File: config.mk
export PLATFORM = sky130hd
export DESIGN_NAME = rom_arbiter
export DESIGN_NICKNAME = d
export VERILOG_FILES = /design/src/rtl/rom_arbiter.sv
export SDC_FILE = /design/constraint.sdc
export NUM_CORES = 1
export LEC_CHECK = 0
export CAP_MARGIN = 0
export CORE_ASPECT_RATIO = 1.1
export CORE_MARGIN = 1
export CORE_UTILIZATION = 42
export DETAILED_ROUTE_END_ITERATION = 6
export GPL_ROUTABILITY_DRIVEN = 0
export GPL_TIMING_DRIVEN = 0
export HOLD_SLACK_MARGIN = 0.1
export PLACE_DENSITY = 0.9
export SLEW_MARGIN = 20
export SYNTH_ARGS = -nofsm -noshare
export SYNTH_HDL_FRONTEND = slang
export SYNTH_SLANG_ARGS = --single-unit
File: constraint.sdc
create_clock -name clock -period 4.8 [get_ports clock]
set_input_delay 0.96 -clock clock [delete_from_list [all_inputs] [get_ports clock]]
set_output_delay 0.96 -clock clock [all_outputs]
set_load 0.02 [all_outputs]
File: src/rtl/rom_arbiter.sv
// rtl/rom_arbiter.sv - round-robin arbiter sharing the boot ROM between imem and dmem
//
// Purpose: captures one-cycle request pulses from the instruction-fetch (imem)
// and data (dmem) ports, grants the ROM round-robin, and issues one ROM access
// at a time. Each ROM response goes back to the port that owns it. Writes never
// reach the ROM; they are answered locally.
//
// Ports:
//   clock     in   system clock, all state on posedge
//   reset     in   asynchronous active-high reset
//   imem_in   in   instruction-fetch request (mem_valid, mem_addr, mem_wstrb)
//   imem_out  out  instruction-fetch response (mem_ready, mem_error, mem_rdata)
//   dmem_in   in   data-port request
//   dmem_out  out  data-port response
//   rom_in    out  request to the ROM (mem_wstrb always 0)
//   rom_out   in   ROM response, mem_ready one cycle after mem_valid

typedef struct packed {
  logic        mem_valid;
  logic [31:0] mem_addr;
  logic [3:0]  mem_wstrb;
} mem_in_type;

typedef struct packed {
  logic        mem_ready;
  logic        mem_error;
  logic [31:0] mem_rdata;
} mem_out_type;

module rom_arbiter #(
  parameter bit WRITE_ERROR = 1'b1
) (
  input  logic        clock,
  input  logic        reset,
  input  mem_in_type  imem_in,
  output mem_out_type imem_out,
  input  mem_in_type  dmem_in,
  output mem_out_type dmem_out,
  output mem_in_type  rom_in,
  input  mem_out_type rom_out
);

  typedef enum logic [1:0] {IDLE, ISSUE, WAIT, WERR} state_t;

  state_t      state, next_state;

  logic        pend_i, pend_d;
  logic [31:0] addr_i, addr_d;
  logic [3:0]  wstrb_i, wstrb_d;

  logic        grant;       // 0 = imem, 1 = dmem
  logic        last_grant;  // port served most recently
  logic        hold;        // turnaround cycle after every response
  logic        rom_valid;
  logic [31:0] rom_addr;

  logic        pick_d;
  logic        do_grant;
  logic [3:0]  win_wstrb;
  logic        done;
  mem_out_type resp;

  // dmem wins when it is the only one pending, or on a tie when imem went last.
  assign pick_d    = pend_d & (~pend_i | ~last_grant);
  assign do_grant  = (state == IDLE) & ~hold & (pend_i | pend_d);
  assign win_wstrb = pick_d ? wstrb_d : wstrb_i;
  assign done      = ((state == WAIT) & rom_out.mem_ready) | (state == WERR);

  // State register
  always_ff @(posedge clock or posedge reset) begin
    if (reset) state <= IDLE;
    else       state <= next_state;
  end

  // Next-state logic
  always_comb begin
    next_state = state;
    case (state)
      IDLE:    if (do_grant) next_state = (win_wstrb != 4'd0) ? WERR : ISSUE;
      ISSUE:   next_state = WAIT;
      WAIT:    if (rom_out.mem_ready) next_state = IDLE;
      WERR:    next_state = IDLE;
      default: next_state = IDLE;
    endcase
  end

  // Pending slots, grant bookkeeping and the registered ROM request.
  // A new request on a port sets its slot even if that slot is being cleared
  // by a grant in the same cycle, so a back-to-back request is never lost.
  always_ff @(posedge clock or posedge reset) begin
    if (reset) begin
      pend_i     <= 1'b0;
      pend_d     <= 1'b0;
      addr_i     <= 32'd0;
      addr_d     <= 32'd0;
      wstrb_i    <= 4'd0;
      wstrb_d    <= 4'd0;
      grant      <= 1'b0;
      last_grant <= 1'b1;
      hold       <= 1'b0;
      rom_valid  <= 1'b0;
      rom_addr   <= 32'd0;
    end else begin
      if (imem_in.mem_valid) begin
        pend_i  <= 1'b1;
        addr_i  <= imem_in.mem_addr;
        wstrb_i <= imem_in.mem_wstrb;
      end else if (do_grant & ~pick_d) begin
        pend_i  <= 1'b0;
      end

      if (dmem_in.mem_valid) begin
        pend_d  <= 1'b1;
        addr_d  <= dmem_in.mem_addr;
        wstrb_d <= dmem_in.mem_wstrb;
      end else if (do_grant & pick_d) begin
        pend_d  <= 1'b0;
      end

      if (do_grant) begin
        grant    <= pick_d;
        rom_addr <= pick_d ? addr_d : addr_i;
      end

      // One-cycle pulse in ISSUE, only for reads.
      rom_valid <= do_grant & (win_wstrb == 4'd0);

      if (done) last_grant <= grant;
      hold <= done;
    end
  end

  // Output logic: WAIT forwards the ROM response combinationally; WERR is
  // decoded purely from registered state.
  always_comb begin
    resp             = '0;
    imem_out         = '0;
    dmem_out         = '0;
    rom_in           = '0;
    rom_in.mem_valid = rom_valid;
    rom_in.mem_addr  = rom_addr;
    case (state)
      WAIT: begin
        if (rom_out.mem_ready) begin
          resp.mem_ready = 1'b1;
          resp.mem_error = rom_out.mem_error;
          resp.mem_rdata = rom_out.mem_rdata;
        end
      end
      WERR: begin
        resp.mem_ready = 1'b1;
        resp.mem_error = WRITE_ERROR;
      end
      default: resp = '0;
    endcase
    if (grant) dmem_out = resp;
    else       imem_out = resp;
  end

endmodule

==> impl_metrics.yaml, run 1 <==
clocking:
  cts_max_level: 3
  cts_tree: "done"
  path_clk_slew_ns: 0.07
  insertion_delay_ns: 0.34
  clockBufferDepth: 2
  cts_sinks: 112
  cts_setup_buffers: 0
  cts_hold_buf: 0
  clockRootBuffer: "clkbuf_16"
  numCtsBuffers: 9
  cts-resized-gates: 0
finish:
  layout_common_cells: "clkdlybuf4s50_1 (208), dfrtp_1 (111), and2_1 (65)"
  num-nets-final: 779
  area_delta_synth_final_pct: 52.98
  drive_gt1_share_pct: 10.39
  antenna_cells: 0
  fillers: 862
  final_area_sq_um: 7551
  final_common_cell: "clkdlybuf4s50_1"
  final_util_pct: 66.01
routing:
  drtAntennaViolNets: 0
  routed_wl_um: 14080
  vias_per_cell: 5.166
  dr.first_iter.drc_count: 225
  wl_per_cell_um: 17.08
  drc_errors: 0
  drtPass1Iterations: 4
  num_vias: 4257
global_route:
  met1_usage_pct: 26.08
  grt_max_degree: 72
  use_met3_pct: 4.893
  first_global_vias: 4363
  grt_pass1_wl_um: 22020
  antenna_found_initial: 0
  grt.overflow.total: 0
  top_usage_layer: "met2"
  met2_usage_pct: 45.18
  gr-usage-all-layers_pct: 23.60
synth:
  yosys-mux-area-fraction_pct: 9.328
  synth-xor-area-share_pct: 0
  synth_cell_types: 31
  synth_top_area_share_pct: 56.27
  ys_ff_latch: 112
  synthCells: 446
  synth-simple-area-share_pct: 16.27
  synth_top_family_by_area: "simple AND/OR/NAND/NOR gates"
  synth_area_sq_um: 4936
  synthAdderAreaFrac_pct: 0
  ys_seq_area_share_pct: 56.81
  synth-compound-area-share_pct: 10.93
  synth.top_cells.by_area: "dfrtp_1 (56%), mux2_2 (9.1%), and2_1 (8.2%)"
  syn_avg_cell_area_sq_um: 11.07
  yosys.area.top_type: "dfrtp_1"
  yosys_warnings: 0
critical_path:
  worstRegToRegCells: 5
  r2r_slack_ns: 2.79
  critPathKind: "in -> out"
  critPathCaptureType: "output port"
  critPathMaxFanout: 10
  crit_path_start_kind: "primary input"
  cp.arrival_ns: 3.17
  required_ns: 3.84
die:
  io_pins: 215
  rows: 41
  core_area_sq_um: 11440
  die_y_um: 115.7
  dieArea_sq_um: 12190
  die_width_um: 105.4
  start_util_pct: 43.15
worst_hold_path:
  min_path_type: "reg -> reg"
  min_path_cells: 1
timing:
  slew_viol_final: 0
  rsz0062_at_grt: "false"
  skew_ns: 0.01062
  max_slew_margin_pct: 55.42
  finalCritPeriodShare_pct: 86.04
  worst_slew_pin_slew_ns: 0.6688
  hold_viol: 0
  finalCriticalPeriod_ns: 4.130
  whs_ns: 0.5061
  fmax_mhz: 242.1
  setup_viol: 0
placement:
  port_buffers: 208
  dpl-instance-area_sq_um: 7249
  hpwl_um: 11040
status:
  outcome: "completed"
power:
  max-vdd-ir-drop_v: 0.0002820
  cellPowerDensity_nw_per_um2: 487.8
  p_leak_nw: 3.207
job:
  maxCapViolations: 0
logic make-up after synthesis:
family / Yosys count
and+or+nand+nor: 147
AOI/OAI and AO/OA: 72
muxes: 41
other: 1
buffers and inverters: 73
DFF: 112
registers in the layout, summed over array words and instances, names as in the netlist:
name        count
grant           1
pend_d          1
last_grant      1
addr_d         32
rom_valid       1
wstrb_i         4
pend_i          1
addr_i         32
hold            1
state           2
rom_addr       32
wstrb_d         4
where the power goes:
part,internal (W),switching (W),total (W)
registers,0.00117,0.000137,0.00130
logic,0.000786,0.000847,0.00163
clock network,0.000434,0.000314,0.000748
critical path, cell delays in order:
cell and delay, ns:
clkdlybuf4s50_1 0.53, nand2_1 0.09, nor3b_1 0.49, clkbuf_1 0.31, and2_1 0.18, clkdlybuf4s50_1 0.61
synth_stat cells:
library cell	count
dfrtp_1	111
and2_1	65
mux2_2	40
inv_1	36
nand2_1	34
nor3_1	34
o21ai_0	34
a221o_1	32
clkbuf_1	25
buf_4	5
buf_6	4
nor3b_1	3
buf_2	2
nor2_1	2
nor2b_1	2
nor4_1	2
a21bo_2	1
a21o_1	1
a21oi_1	1
a311o_1	1
and3b_1	1
buf_1	1
conb_1	1
dfstp_2	1
mux2i_1	1
nand2b_1	1
nor3_4	1
o21bai_1	1
o2bb2ai_1	1
or2_2	1
or3_1	1
per-stage QoR:
step                setup slack, ns  std cells  power (W)  setup TNS, ns
floorplan                    0.8827        449   0.002219              0
CTS                          0.6260        824   0.003715              0
global route                 0.4530        824   0.003871              0
detailed placement           0.6362        808   0.002964              0
global placement            -0.3883        807   0.002901         -42.52
finish                       0.6700        824   0.003684              0
metal layers:
layer | wire (um) | vias to the layer above | share of wire, %
met3 | 912 | 23 | 6.5
met1 | 5117 | 2087 | 36
met2 | 7780 | 192 | 55
met5 | 0 | - | 0
li1 | - | 1955 | -
met4 | 265 | 0 | 1.9
path summary, 6_finish.rpt:
check	end	start
hold reg to reg	rom_addr[5]$_DFFE_PP0N_	addr_i[5]$_DFFE_PP0P_
hold / removal	rom_addr[5]$_DFFE_PP0N_	addr_i[5]$_DFFE_PP0P_
min in group asynchronous	addr_i[26]$_DFFE_PP0P_	reset
max in group asynchronous	last_grant$_DFFE_PP1P_	reset
setup / recovery	dmem_out[24]	rom_out[33]
setup reg to reg	rom_addr[22]$_DFFE_PP0N_	last_grant$_DFFE_PP1P_
final cells by class:
cell class                      count  area [sq um]  share of cell area, %
Buffer                             37         190.2                  2.519
Clock buffer                       14         264.0                  3.496
Clock inverter                      2         37.54                 0.4971
Inverter                           36         140.1                  1.856
Multi-Input combinational cell    264          1818                  24.08
Sequential cell                   112          2804                  37.13
Tap cell                          150         187.7                  2.486
Timing Repair Buffer              209          2110                  27.94
Power figures use the tool's default switching activity.
==> run 2, diff against run 1 <==
MAX_ROUTING_LAYER = met4   (was unset)
==> impl_metrics.yaml, run 2 (synthesized netlist as in run 1, its figures left out) <==
status:
  outcome: "completed"
clocking:
  cts_hold_buf: 0
  cts-resized-gates: 0
  cts_setup_buffers: 0
  clockBufferDepth: 2
  cts_max_level: 3
  path_clk_slew_ns: 0.07
  insertion_delay_ns: 0.33
  cts_sinks: 112
  numCtsBuffers: 9
  clockRootBuffer: "clkbuf_16"
  cts_tree: "done"
power:
  intPower_w: 0.002386
  max-vdd-ir-drop_v: 0.0002827
  p_leak_nw: 3.207
  switching_share_pct: 35.23
  seq_power_share_pct: 35.3
  p_switching_w: 0.001298
  cellPowerDensity_nw_per_um2: 488.0
  clkPwrFrac_pct: 20.3
  combPwrFrac_pct: 44.4
timing:
  hold_viol: 0
  slew_viol_final: 0
  setup_viol: 0
  setup_slack_ns: 0.6547
  finalCriticalPeriod_ns: 4.145
  finalCritPeriodShare_pct: 86.36
  skew_ns: 0.01133
  worst_slew_pin_slew_ns: 0.6865
  whs_ns: 0.5051
  rsz0062_at_grt: "false"
  max_slew_margin_pct: 54.23
  fmax_mhz: 241.2
critical_path:
  critPathMaxFanout: 10
  critPathCaptureType: "output port"
  critPathKind: "in -> out"
  cp.arrival_ns: 3.19
  required_ns: 3.84
  crit_path_start_kind: "primary input"
routing:
  dr.first_iter.drc_count: 224
  vias_per_cell: 5.118
  wl_per_cell_um: 17.10
  drtPass1Iterations: 5
  drtAntennaViolNets: 0
  drc_errors: 0
  routed_wl_um: 14090
  num_vias: 4217
finish:
  num-nets-final: 779
  top_regs: "addr_d (32), addr_i (32), rom_addr (32)"
  fillers: 862
  final_common_cell: "clkdlybuf4s50_1"
  drive_gt1_share_pct: 10.39
  final_util_pct: 66.01
  register_area_sq_um: 2804
  area_delta_synth_final_pct: 52.98
  multi_input_area_sq_um: 1818
  layout_common_cells: "clkdlybuf4s50_1 (208), dfrtp_1 (111), and2_1 (65)"
  antenna_cells: 0
global_route:
  met1_usage_pct: 26.41
  first_global_vias: 4377
  use_met3_pct: 4.668
  grt_pass1_wl_um: 22020
  met2_usage_pct: 45.09
  antenna_found_initial: 0
  top_usage_layer: "met2"
  grt.overflow.total: 0
  grt_max_degree: 72
  gr-usage-all-layers_pct: 24.38
worst_hold_path:
  min_path_type: "reg -> reg"
placement:
  place_ws_ns: 0.6362
  hpwl_um: 11040
  port_buffers: 208
die:
  io_pins: 215
  core_area_sq_um: 11440
  die_width_um: 105.4
  dieArea_sq_um: 12190
  die_y_um: 115.7
  rows: 41
  start_util_pct: 43.15
job:
  maxCapViolations: 0
==> run 2: cell counts in the layout (fill, tap and decap cells not counted) <==
No cell type changed its count.
==> run 2: critical path, stage by stage <==
cell and delay [ns]:
clkdlybuf4s50_1 0.53, nand2_1 0.09, nor3b_1 0.49, clkbuf_1 0.32
and2_1 0.18, clkdlybuf4s50_1 0.61
==> run 2: final timing paths <==
| check | from | endpoint | slack [ns] | cells after the start |
|---|---|---|---|---|
| max | rom_out[33] | dmem_out[24] | 0.65 | 6 |
| min in group asynchronous | reset | addr_i[26]$_DFFE_PP0P_ | 1.00 | 2 |
| max in group asynchronous | reset | last_grant$_DFFE_PP1P_ | 3.08 | 3 |
| max reg2reg | last_grant$_DFFE_PP1P_ | rom_addr[22]$_DFFE_PP0N_ | 2.77 | 5 |
| min reg2reg | addr_i[5]$_DFFE_PP0P_ | rom_addr[5]$_DFFE_PP0N_ | 0.51 | 1 |
| min | addr_i[5]$_DFFE_PP0P_ | rom_addr[5]$_DFFE_PP0N_ | 0.51 | 1 |
==> run 2: final cells by class <==
cell class	instances	area share (%)
clock buffers	14	3.496
well taps	150	2.486
multi-input cells	264	24.08
flip-flops and latches	112	37.13
clock inverters	2	0.4971
plain buffers	37	2.519
inverters	36	1.856
repair buffers	209	27.94
==> run 2: through the flow <==
stage	cell area [sq um]	cells	total power, W	TNS (ns)
global placement	7217	807	0.002901	-42.52
floorplan	4947	449	0.002219	0
CTS	7551	824	0.003715	0
finish	7551	824	0.003685	0
detailed placement	7249	808	0.002964	0
global route	7551	824	0.003871	0
==> run 2: routing by layer <==
metal / wire length, um / share of wire [%] / up-vias
li1: - / - / 1951
met1: 5141 / 36 / 2057
met2: 7796 / 55 / 190
met3: 916 / 6.5 / 19
met4: 232 / 1.6 / 0
met5: 0 / 0 / -
==> run 2: power by group through the flow <==
stage	Sequential [W]	Combinational (W)	Clock, W
floorplan	0.00144	0.000781	0
global route	0.00133	0.00175	0.000798
detailed placement	0.00131	0.00165	0
finish	0.00130	0.00164	0.000747
CTS	0.00130	0.00165	0.000761
global placement	0.00131	0.00160	0
==> run 3, diff against run 2 <==
clock period = 4.3 ns   (was 4.8 ns; I/O delays follow)
==> results of run 3 <==
The final DEF is identical to that of run 2. Status: completed.
Main changes from that run: setup slack after placement 0.6362 ns -> 0.3362 ns; setup slack after layout 0.6547 ns -> 0.3547 ns; register-to-register setup slack 2.77 ns -> 2.27 ns; total power 0.003685 W -> 0.004113 W; worst IR drop on VDD 0.0002827 V -> 0.0003156 V
